`src/rtl/result_unloader.sv`:
```
// Presents a 16-bit result word on the LEDs one byte at a time (low byte first),
// stepping on debounced push-button presses; the 7-seg shows L / H / '-'.
module result_unloader #(
  parameter int DEBOUNCE_CYCLES = 16
) (
  input  logic        clk,
  input  logic        rst,
  input  logic [15:0] word_in,
  input  logic        word_valid,
  output logic        word_ready,
  input  logic        btn,
  output logic [7:0]  byte_out,
  output logic [6:0]  seg_out,
  output logic        word_done
);

  localparam int CW = $clog2(DEBOUNCE_CYCLES + 1);

  localparam logic [6:0] SEG_DASH = 7'h40;
  localparam logic [6:0] SEG_L    = 7'h38;
  localparam logic [6:0] SEG_H    = 7'h76;

  typedef enum logic [1:0] {
    S_EMPTY   = 2'd0,
    S_SHOW_LO = 2'd1,
    S_SHOW_HI = 2'd2
  } state_e;

  // Handshake: a word transfers on a rising clk edge where word_valid && word_ready;
  // word_ready is high only in S_EMPTY, so at most one transfer per visit to S_EMPTY.
  state_e        state_q, state_d;
  logic [15:0]   word_q, word_d;
  logic          s0_q, s0_d;
  logic          s1_q, s1_d;
  logic          deb_q, deb_d;
  logic          deb_dly_q, deb_dly_d;
  logic [CW-1:0] cnt_q, cnt_d;
  logic          done_q, done_d;
  logic          press;

  always_comb begin
    s0_d      = btn;
    s1_d      = s0_q;
    deb_dly_d = deb_q;
    deb_d     = deb_q;
    cnt_d     = '0;
    // The level must disagree for DEBOUNCE_CYCLES consecutive samples before it is accepted.
    if (s1_q != deb_q) begin
      if (cnt_q == CW'(DEBOUNCE_CYCLES - 1)) begin
        deb_d = ~deb_q;
        cnt_d = '0;
      end else begin
        cnt_d = cnt_q + CW'(1);
      end
    end
  end

  assign press = deb_q & ~deb_dly_q;

  always_comb begin
    state_d = state_q;
    word_d  = word_q;
    done_d  = 1'b0;
    case (state_q)
      S_EMPTY: begin
        if (word_valid) begin
          word_d  = word_in;
          state_d = S_SHOW_LO;
        end
      end
      S_SHOW_LO: begin
        if (press) state_d = S_SHOW_HI;
      end
      S_SHOW_HI: begin
        if (press) begin
          state_d = S_EMPTY;
          done_d  = 1'b1;
        end
      end
      default: state_d = S_EMPTY;
    endcase
  end

  always_comb begin
    word_ready = 1'b0;
    byte_out   = 8'h00;
    seg_out    = SEG_DASH;
    case (state_q)
      S_EMPTY:   word_ready = 1'b1;
      S_SHOW_LO: begin
        byte_out = word_q[7:0];
        seg_out  = SEG_L;
      end
      S_SHOW_HI: begin
        byte_out = word_q[15:8];
        seg_out  = SEG_H;
      end
      default: ;
    endcase
  end

  assign word_done = done_q;

  always_ff @(posedge clk) begin
    if (rst) begin
      state_q   <= S_EMPTY;
      word_q    <= '0;
      s0_q      <= 1'b0;
      s1_q      <= 1'b0;
      deb_q     <= 1'b0;
      deb_dly_q <= 1'b0;
      cnt_q     <= '0;
      done_q    <= 1'b0;
    end else begin
      state_q   <= state_d;
      word_q    <= word_d;
      s0_q      <= s0_d;
      s1_q      <= s1_d;
      deb_q     <= deb_d;
      deb_dly_q <= deb_dly_d;
      cnt_q     <= cnt_d;
      done_q    <= done_d;
    end
  end

endmodule
```
`config.mk`:
```
export PLATFORM = sky130hd
export DESIGN_NAME = result_unloader
export DESIGN_NICKNAME = d
export VERILOG_FILES = /design/src/rtl/result_unloader.sv
export SDC_FILE = /design/constraint.sdc
export NUM_CORES = 1
export LEC_CHECK = 0
export ABC_AREA = 1
export ABC_CLOCK_PERIOD_IN_PS = 1700
export CORE_ASPECT_RATIO = 0.75
export CORE_MARGIN = 3
export CORE_UTILIZATION = 43
export DETAILED_ROUTE_END_ITERATION = 7
export PLACE_DENSITY = 0.74
export SLEW_MARGIN = 20
export SYNTH_ARGS = -nofsm -noshare
export SYNTH_HDL_FRONTEND = slang
export SYNTH_SLANG_ARGS = --single-unit
```
`constraint.sdc`:
```
create_clock -name clk -period 1.7 [get_ports clk]
set_clock_uncertainty 0.05 [all_clocks]
set_input_delay 0.17 -clock clk [delete_from_list [all_inputs] [get_ports clk]]
set_output_delay 0.17 -clock clk [all_outputs]
set_load 0.03 [all_outputs]
```
==> impl_results.html <==
<table>
<tr><th>Metric</th><th>Value</th></tr>
<tr><th colspan="2">Floorplan</th></tr>
<tr><td>Floorplan die height</td><td>53.46 µm</td></tr>
<tr><td>Die area</td><td>0.003703 mm²</td></tr>
<tr><td>Number of rows in the core area</td><td>16</td></tr>
<tr><td>Starting utilization of the core area</td><td>47.08%</td></tr>
<tr><td>Core region area</td><td>0.002743 mm²</td></tr>
<tr><td>Die width</td><td>69.28 µm</td></tr>
<tr><td>I/O pin count</td><td>37</td></tr>
<tr><th colspan="2">Finish</th></tr>
<tr><td>Area of all placed cells without fillers</td><td>0.001712 mm²</td></tr>
<tr><td>Layout area overhead</td><td>32.56%</td></tr>
<tr><td>Nets</td><td>228</td></tr>
<tr><td>Antenna cell count</td><td>0</td></tr>
<tr><td>Layout cell share with drive strength beyond 1</td><td>19.50%</td></tr>
<tr><td>Layout Cells excl Fill</td><td>236</td></tr>
<tr><th colspan="2">Worst setup path</th></tr>
<tr><td>Critical Path Sink Type</td><td>output pin</td></tr>
<tr><td>Critical path launch point</td><td>state_q[1]</td></tr>
<tr><td>Depth of the worst register-to-register path</td><td>7</td></tr>
<tr><td>WP data arrival</td><td>1.39 ns</td></tr>
<tr><td>Required arrival time at the worst endpoint</td><td>1.48 ns</td></tr>
<tr><td>Worst path max stage delay</td><td>0.35 ns</td></tr>
<tr><td>Crit-path leading delay family</td><td>flip-flops</td></tr>
<tr><td>Largest fanout of any net on the critical path</td><td>8</td></tr>
<tr><td>Setup CP Type</td><td>register to output pin</td></tr>
<tr><td>Reg2Reg Capture Point</td><td>cnt_q[2]</td></tr>
<tr><td>Critical path, cell by cell</td><td>inv_2 &gt; ha_4 &gt; inv_2 &gt; a21oi_1 &gt; buf_4</td></tr>
<tr><td>FF-to-FF Start</td><td>cnt_q[0]</td></tr>
<tr><td>Most frequent CP cell</td><td>inv_2</td></tr>
<tr><td>Buf+Inv Stages, Crit Path</td><td>3</td></tr>
<tr><td>Setup crit start kind</td><td>register</td></tr>
<tr><td>Worst setup slack for register-to-register paths</td><td>0.27 ns</td></tr>
<tr><td>CP max stage cell</td><td>dfxtp_1</td></tr>
<tr><th colspan="2">STA</th></tr>
<tr><td>Worst setup margin</td><td>0.08615 ns</td></tr>
<tr><td>Highest attainable clock frequency</td><td>0.6196 GHz</td></tr>
<tr><td>Final hold violations</td><td>0</td></tr>
<tr><td>Max-slew violations</td><td>0</td></tr>
<tr><td>Total Negative Setup Slacks</td><td>0 ns</td></tr>
<tr><td>Setup violators final</td><td>0</td></tr>
<tr><td>Share of the cycle needed by the critical path after routing</td><td>94.93%</td></tr>
<tr><td>Minimum clock period after layout</td><td>1.614 ns</td></tr>
<tr><td>Hold slack final</td><td>0.3568 ns</td></tr>
<tr><th colspan="2">Synthesis</th></tr>
<tr><td>Fraction of post-synthesis cell area in the top cell type by area</td><td>43.41%</td></tr>
<tr><td>Top FF cell, synth</td><td>dfxtp_1</td></tr>
<tr><td>Synthesized instance count</td><td>166</td></tr>
<tr><td>Area of the mapped netlist</td><td>0.001291 mm²</td></tr>
<tr><td>Count of flip-flops with a built-in enable after synthesis</td><td>0</td></tr>
<tr><td>Asr flop ratio synth</td><td>0%</td></tr>
<tr><td>Yosys cell types</td><td>25</td></tr>
<tr><td>Mapped Nets</td><td>193</td></tr>
<tr><td>#FFs+latches synth</td><td>28</td></tr>
<tr><td>Sequential fraction of the synthesis area</td><td>43.41%</td></tr>
<tr><td>Largest cells by area after synthesis</td><td>dfxtp_1, nor2_1, ha_1, nand2_1, o21ai_0</td></tr>
<tr><td>Cell type with the largest total area after synthesis</td><td>dfxtp_1</td></tr>
<tr><td>Number of warnings reported in the yosys synthesis log</td><td>0</td></tr>
<tr><td>Average cell area after synthesis</td><td>7.779 µm²</td></tr>
<tr><th colspan="2">Clock tree</th></tr>
<tr><td>Depth of the CTS H-tree</td><td>1</td></tr>
<tr><td>Clock-pin slew on the worst setup and hold paths</td><td>0.09 ns</td></tr>
<tr><td>Sink Count</td><td>28</td></tr>
<tr><td>Latest clock arrival within the worst-skew pair</td><td>0.28 ns</td></tr>
<tr><td>Buffers inserted by post-CTS timing repair</td><td>0</td></tr>
<tr><td>Maximum buffer depth of the clock tree</td><td>2</td></tr>
<tr><td>TritonCTS buffer count</td><td>3</td></tr>
<tr><td>Count of hold-fix buffers inserted at cts</td><td>0</td></tr>
<tr><td>TritonCTS clock tree</td><td>done</td></tr>
<tr><td>CTS root buffer</td><td>clkbuf_8</td></tr>
<tr><th colspan="2">Worst hold path</th></tr>
<tr><td>Worst hold path endpoint</td><td>s1_q</td></tr>
<tr><td>Worst Hold Depth</td><td>2</td></tr>
<tr><td>Worst Hold Class</td><td>register to register</td></tr>
<tr><td>Worst Hold Launch</td><td>s0_q</td></tr>
<tr><th colspan="2">Power</th></tr>
<tr><td>PD cells</td><td>1016 mW/mm²</td></tr>
<tr><td>Pleak</td><td>0.6895 nW</td></tr>
<tr><td>Max rail drop VDD</td><td>0.0007023 V</td></tr>
<tr><th colspan="2">Placed design</th></tr>
<tr><td>Area of placed instances</td><td>0.001602 mm²</td></tr>
<tr><td>DP Worst Slack</td><td>0.06803 ns</td></tr>
<tr><td>Global placement routability congestion</td><td>0.7680</td></tr>
<tr><td>Sum of net half-perimeters after detailed placement</td><td>2048 µm</td></tr>
<tr><td>Number of placed instances, taps included</td><td>232</td></tr>
<tr><td>Buffers on Ports</td><td>35</td></tr>
<tr><th colspan="2">GRT</th></tr>
<tr><td>Initial antenna violation count</td><td>0</td></tr>
<tr><td>Global routing usage summed across all routing layers</td><td>16.77%</td></tr>
<tr><td>First-pass GRT wire length</td><td>4871 µm</td></tr>
<tr><td>Global-route congestion overflow total</td><td>0</td></tr>
<tr><td>Pin count of the biggest net entering global routing</td><td>18</td></tr>
<tr><td>Number of global-route vias before repair</td><td>1089</td></tr>
<tr><th colspan="2">Drt</th></tr>
<tr><td>Vias after detailed routing</td><td>1137</td></tr>
<tr><td>DRC errors left</td><td>0</td></tr>
<tr><td>Number of iterations in the first detailed-routing pass</td><td>4</td></tr>
<tr><td>Detailed-route wire length per cell</td><td>12.10 µm</td></tr>
<tr><td>Average vias per placed instance</td><td>4.818</td></tr>
<tr><td>Residual antenna-violating net count after detailed routing</td><td>0</td></tr>
<tr><td>Initial drt markers</td><td>75</td></tr>
<tr><td>Final Routed Wirelength</td><td>2855 µm</td></tr>
<tr><th colspan="2">Run</th></tr>
<tr><td>Number of max-cap violations</td><td>0</td></tr>
<tr><th colspan="2">Outcome</th></tr>
<tr><td>Result of the run</td><td>completed</td></tr>
</table>
==> worst max-delay path by stage <==
stage	endpoint	slack, ns	depth (start not counted)
after global placement	seg_out[4]	0.12	3
after CTS	byte_out[3]	-0.04	5
after floorplan	byte_out[0]	-0.10	4
after global routing	byte_out[4]	-0.006	5
final	byte_out[0]	0.09	5
after detailed placement	seg_out[4]	0.07	3
==> where the power goes <==
part	internal [mW]	total, mW	switching (mW)
combinational	0.183	0.467	0.284
clock	0.315	0.527	0.211
sequential	0.714	0.744	0.0307
total	1.21	1.74	0.526
==> stage by stage <==
step	util [%]	power, mW
after CTS	60.90	1.718
after global routing	62.41	1.837
after detailed placement	58.39	1.209
after global placement	58.39	1.197
after floorplan	-	1.082
final	62.41	1.738
==> registers in the layout, summed over array words and instances, names as in the netlist <==
| name | flops |
|---|---|
| deb_dly_q | 1 |
| state_q | 2 |
| cnt_q | 5 |
| s1_q | 1 |
| s0_q | 1 |
| word_done | 1 |
| word_q | 16 |
| deb_dly_d | 1 |
==> worst register-to-register path: cells and delay by family (launching register included) <==
family                   cells  cell delay (ns)
flip-flops                   1             0.35
AND/OR/NAND/NOR              4             0.41
AO/OA/AOI/OAI                1             0.16
adder cells (fa/ha/maj)      2             0.41
==> synth_stat cells (all sizes together), types with 2 or more instances <==
master	number
ha	7
o21ai	17
a21oi	13
buf	9
inv	15
dfxtp	28
nand2	28
nand3	2
nor2	42
==> area by class of cell <==
cell class / instances / area, µm²
sequential: 28 / 561.8
tap: 36 / 45.04
fill: 233 / 1031
clock inverter: 1 / 30.03
multi-input combinational: 113 / 610.6
clock buffer: 3 / 41.29
timing repair buffer: 39 / 350.3
inverter: 16 / 72.57
==> cells in the final DEF, fill, tap and decap left out <==
| cell type | Yosys | layout |
|---|---|---|
| inv_4 | 1 | 1 |
| nor2_1 | 41 | 41 |
| inv_2 | 1 | 4 |
| buf_4 | 3 | 13 |
| ha_1 | 7 | 4 |
| a21oi_2 | 2 | 4 |
| nand2_2 | 4 | 4 |
| o21ai_0 | 15 | 15 |
| ha_4 | 0 | 3 |
| nor3_1 | 1 | 1 |
| inv_1 | 12 | 9 |
| nand2_1 | 23 | 23 |
| inv_6 | 1 | 1 |
| nand2_4 | 1 | 1 |
| conb_1 | 1 | 1 |
| nand3_1 | 2 | 2 |
| nor2_2 | 1 | 1 |
| dlygate4sd2_1 | 0 | 6 |
| a21oi_1 | 11 | 9 |
| clkinv_4 | 1 | 1 |
| nand4_1 | 1 | 1 |
| clkdlybuf4s50_1 | 0 | 20 |
| dfxtp_2 | 0 | 1 |
| o21ai_1 | 2 | 2 |
| dfxtp_1 | 28 | 27 |
| bufinv_16 | 0 | 1 |
| clkbuf_8 | 0 | 3 |
| nor3b_2 | 1 | 1 |
==> layer usage <==
metal / global-route usage, % / up-vias / share of wire (%)
li1: - / 582 / -
met1: 21.62 / 523 / 46
met2: 27.53 / 28 / 49
met3: 5.503 / 4 / 4.7
met4: 3.571 / 0 / 0.74
met5: 0 / - / 0
==> kinds of logic (layout without fill, tap and decap cells) <==
family,count (synthesis),after routing,share of synthesized area [%]
simple gates,75,75,24.52
fa+ha+maj,7,7,6.783
flops,28,28,43.41
buf+inv,25,59,12.79
compound gates,30,30,12.21
other cells,1,1,0.2904
==> what timing repair did <==
action / 4_1_cts / 5_1_grt
endpoints found under the setup margin: 15 / 11
gates cloned: 0 / 0
resized for setup: 9 / 8
No activity file was read; power rests on OpenSTA's default activity.
==> RTL edit 1 (same settings) <==
Re-encode `state_e` (3 states) as one-hot, 3 bits wide.
--- a/src/rtl/result_unloader.sv
+++ b/src/rtl/result_unloader.sv
@@ -20,10 +20,10 @@
   localparam logic [6:0] SEG_L    = 7'h38;
   localparam logic [6:0] SEG_H    = 7'h76;
 
-  typedef enum logic [1:0] {
-    S_EMPTY   = 2'd0,
-    S_SHOW_LO = 2'd1,
-    S_SHOW_HI = 2'd2
+  typedef enum logic [2:0] {
+    S_EMPTY   = 3'b001,
+    S_SHOW_LO = 3'b010,
+    S_SHOW_HI = 3'b100
   } state_e;
 
   // Handshake: a word transfers on a rising clk edge where word_valid && word_ready;
Behaviour: no difference found for any inputs over 10 cycles, from zero or initial values and one cycle with rst high; not proved beyond that.
==> RTL edit 1 against the unedited design <==
Synthesized cell count down 9.6%; die area down 5.2%; total power down 12%; sequential cell count up 1; non-clock buffer count down 1; design area down 5.0%; routed wire length down 8.9%; fmax down 1.8%; area after synthesis down 5.8%; via count down 2.6%; count of clock-buffer cells in the layout up 5; setup slack worse by 0.030 ns.
==> RTL edit 1: results <==
logic_synthesis:
  synth_common_cells: "nor2_1 (45), dfxtp_1 (29), o21ai_1 (15)"
  synth_adder_area_share: 0.02058
  ys_seq_area_frac: 0.4774
  synth_area_leaders: "dfxtp_1 (48%), nor2_1 (14%), o21ai_1 (6.2%)"
final_layout:
  drive_gt1_frac: 0.1543
  reg_top3: "word_q x16, cnt_q x5, state_q x3"
  fillers: 251
place:
  dpl-instance-area_um2: 1546
  dpl.cell_count: 216
  gp_congestion: 0.9046
global_routing:
  grt_use_total: 0.1690
  grt_max_degree: 19
critical_path:
  cp-endpoint: "byte_out[3]"
  reg2reg_slack_ns: 0.19
  max_stage_delay_ns: 0.39
  worstPathArrival_ns: 1.42
min_path:
  holdPathStages: 3
  hold_start: "btn"
  hold_class: "input port to flop"
routing:
  viasPerCell: 4.946
  drtIter0Drc: 48
  vias: 1108
clock_tree:
  cts_buffers: 5
  htreeDepth: 2
power:
  p_per_area_nw_per_um2: 944.9
  leakagePower_nw: 0.6967
status:
  status: "completed"
timing:
  hold_ws_ns: 0.3642
RTL edit 1: logic make-up after synthesis:
kind of cell / Yosys count
buffers and inverters: 23
adder cells (fa/ha/maj): 2
flip-flops: 29
AO/OA/AOI/OAI: 32
AND/OR/NAND/NOR: 63
other: 1
RTL edit 1: repair_timing:
action                     CTS  global route
setup buffers                0             0
gates resized for setup      7             2
setup endpoints to repair   14            10
RTL edit 1: cell type report:
class / count / area [um^2] / area share
Inverter: 15 / 66.31 / 0.04080
Multi-Input combinational cell: 98 / 509.2 / 0.3133
Clock buffer: 8 / 80.08 / 0.04927
Sequential cell: 29 / 581.8 / 0.3580
Timing Repair Buffer: 38 / 342.8 / 0.2109
Tap cell: 36 / 45.04 / 0.02771
RTL edit 1: per-layer routing:
layer,GRT usage,vias up,wire [um]
li1,-,558,-
met1,0.1974,513,1166
met2,0.2643,31,1219
met3,0.06695,6,181
met4,0.09091,0,35
met5,0,-,0
==> RTL edit 2 (config.mk and constraints unchanged) <==
Without the edit above. Change the parameter `DEBOUNCE_CYCLES` from 16 to 32.
--- a/src/rtl/result_unloader.sv
+++ b/src/rtl/result_unloader.sv
@@ -1,7 +1,7 @@
 // Presents a 16-bit result word on the LEDs one byte at a time (low byte first),
 // stepping on debounced push-button presses; the 7-seg shows L / H / '-'.
 module result_unloader #(
-  parameter int DEBOUNCE_CYCLES = 16
+  parameter int DEBOUNCE_CYCLES = 32
 ) (
   input  logic        clk,
   input  logic        rst,
Behaviour: same outputs for any inputs over 10 cycles, from zero or initial values and one cycle with rst high; that may be too few to reach the edited logic, so the function may still have changed.
==> RTL edit 2 against the unedited design <==
Critical path depth did not move; sequential cell count increased by 1; routed wire length grew 10%; clock power rose by 19%; design area up 11%; total power is 9.9% higher; setup slack worse by 0.044 ns; area after synthesis grew 12%; largest cell class unchanged.
==> RTL edit 2: results <==
final_layout:
  drive_gt1_frac: 0.3615
  fillers: 265
  reg_top3: "word_q x16, cnt_q x6, state_q x2"
  layout.nets: 238
clock_tree:
  post_cts_buffers: 0
  cts_buffers: 5
  htreeDepth: 2
  clkTransAtPathRegs_ns: 0.06
routing:
  drtIter0Drc: 53
  viasPerCell: 4.904
  wl_um: 3151
place:
  dpl-instance-area_um2: 1763
  port_buffers: 35
  gp_congestion: 0.7922
  hpwl_um: 2273
logic_synthesis:
  synth_area_leaders: "dfxtp_1 (40%), nor2_2 (10%), nand2_1 (7.0%)"
  ys_types: 26
  syn-num-nets: 200
  synth_common_cells: "dfxtp_1 (29), nand2_1 (27), nor2_2 (23)"
  ys_seq_area_frac: 0.4017
global_routing:
  grt_max_degree: 19
  grt_use_total: 0.1645
  first_global_vias: 1189
  grt_pass1_wl_um: 5161
timing:
  hold_ws_ns: 0.3544
status:
  status: "completed"
min_path:
  hold_class: "input port to flop"
power:
  ir_drop_uv: 643.2
  leakagePower_nw: 0.7546
critical_path:
  worstPathArrival_ns: 1.44
[RTL edit 2: timing repair]
item	in CTS	in global routing
endpoints found under the setup margin	14	10
gates resized for setup	9	7
hold endpoints to repair	0	0
[RTL edit 2: logic make-up (layout without fill, tap and decap cells)]
kind of cell,count (synthesis),in the layout,share of synthesized area
buf+inv,25,64,0.1100
other cells,1,1,0.002595
xor+xnor,3,3,0.01819
fa+ha+maj,6,6,0.05195
compound gates,28,28,0.1229
flops,29,29,0.4017
simple gates,82,82,0.2926
[RTL edit 2: power by group]
| part | switching [mW] | internal (mW) | total (mW) |
|---|---|---|---|
| Sequential | 0.0345 | 0.737 | 0.772 |
| Clock | 0.263 | 0.365 | 0.628 |
| Combinational | 0.314 | 0.197 | 0.511 |
| Total | 0.612 | 1.30 | 1.91 |
[RTL edit 2: critical path, stage by stage (launching register included)]
cell and delay (ns):
dfxtp_1 0.36, inv_2 0.09, ha_4 0.28, inv_2 0.08, a21oi_1 0.16, buf_4 0.19
[RTL edit 2: through the flow]
stage / utilization / total power [mW] / worst slack (ns) / cells / setup TNS, ns
3_5_place_dp: 0.5716 / 1.288 / 0.08725 / 243 / 0
2_1_floorplan: - / 1.148 / -0.1006 / 174 / -0.8045
6_report: 0.6166 / 1.911 / 0.04241 / 251 / 0
5_1_grt: 0.6166 / 2.001 / -0.006156 / 251 / -0.01179
3_3_place_gp: 0.5716 / 1.270 / 0.1309 / 243 / 0
4_1_cts: 0.6037 / 1.908 / -0.02195 / 251 / -0.03741
[RTL edit 2: final timing paths]
path / cells past startpoint / startpoint / endpoint
max: 5 / state_q[0]$_SDFFE_PP0P_ / byte_out[0]
min: 3 / btn / s0_q$_SDFF_PP0_
max reg2reg: 7 / state_q[0]$_SDFFE_PP0P_ / word_q[8]$_SDFFE_PP0P_
min reg2reg: 2 / s0_q$_SDFF_PP0_ / s1_q$_SDFF_PP0_
[RTL edit 2: area by class of cell]
type                            count  area share
Multi-Input combinational cell    120      0.3947
Clock inverter                      1    0.002632
Clock buffer                        7     0.05066
Inverter                           17     0.03750
Timing Repair Buffer               39      0.1842
Tap cell                           38     0.02500
Sequential cell                    29      0.3053
[RTL edit 2: metal layers]
metal / global-route usage / share of wire / wire length, um / vias up
li1: - / - / - / 616
met1: 0.1825 / 0.42 / 1320 / 572
met2: 0.2763 / 0.49 / 1554 / 35
met3: 0.04693 / 0.070 / 221 / 8
met4: 0.09474 / 0.017 / 55 / 0
met5: 0 / 0 / 0 / -
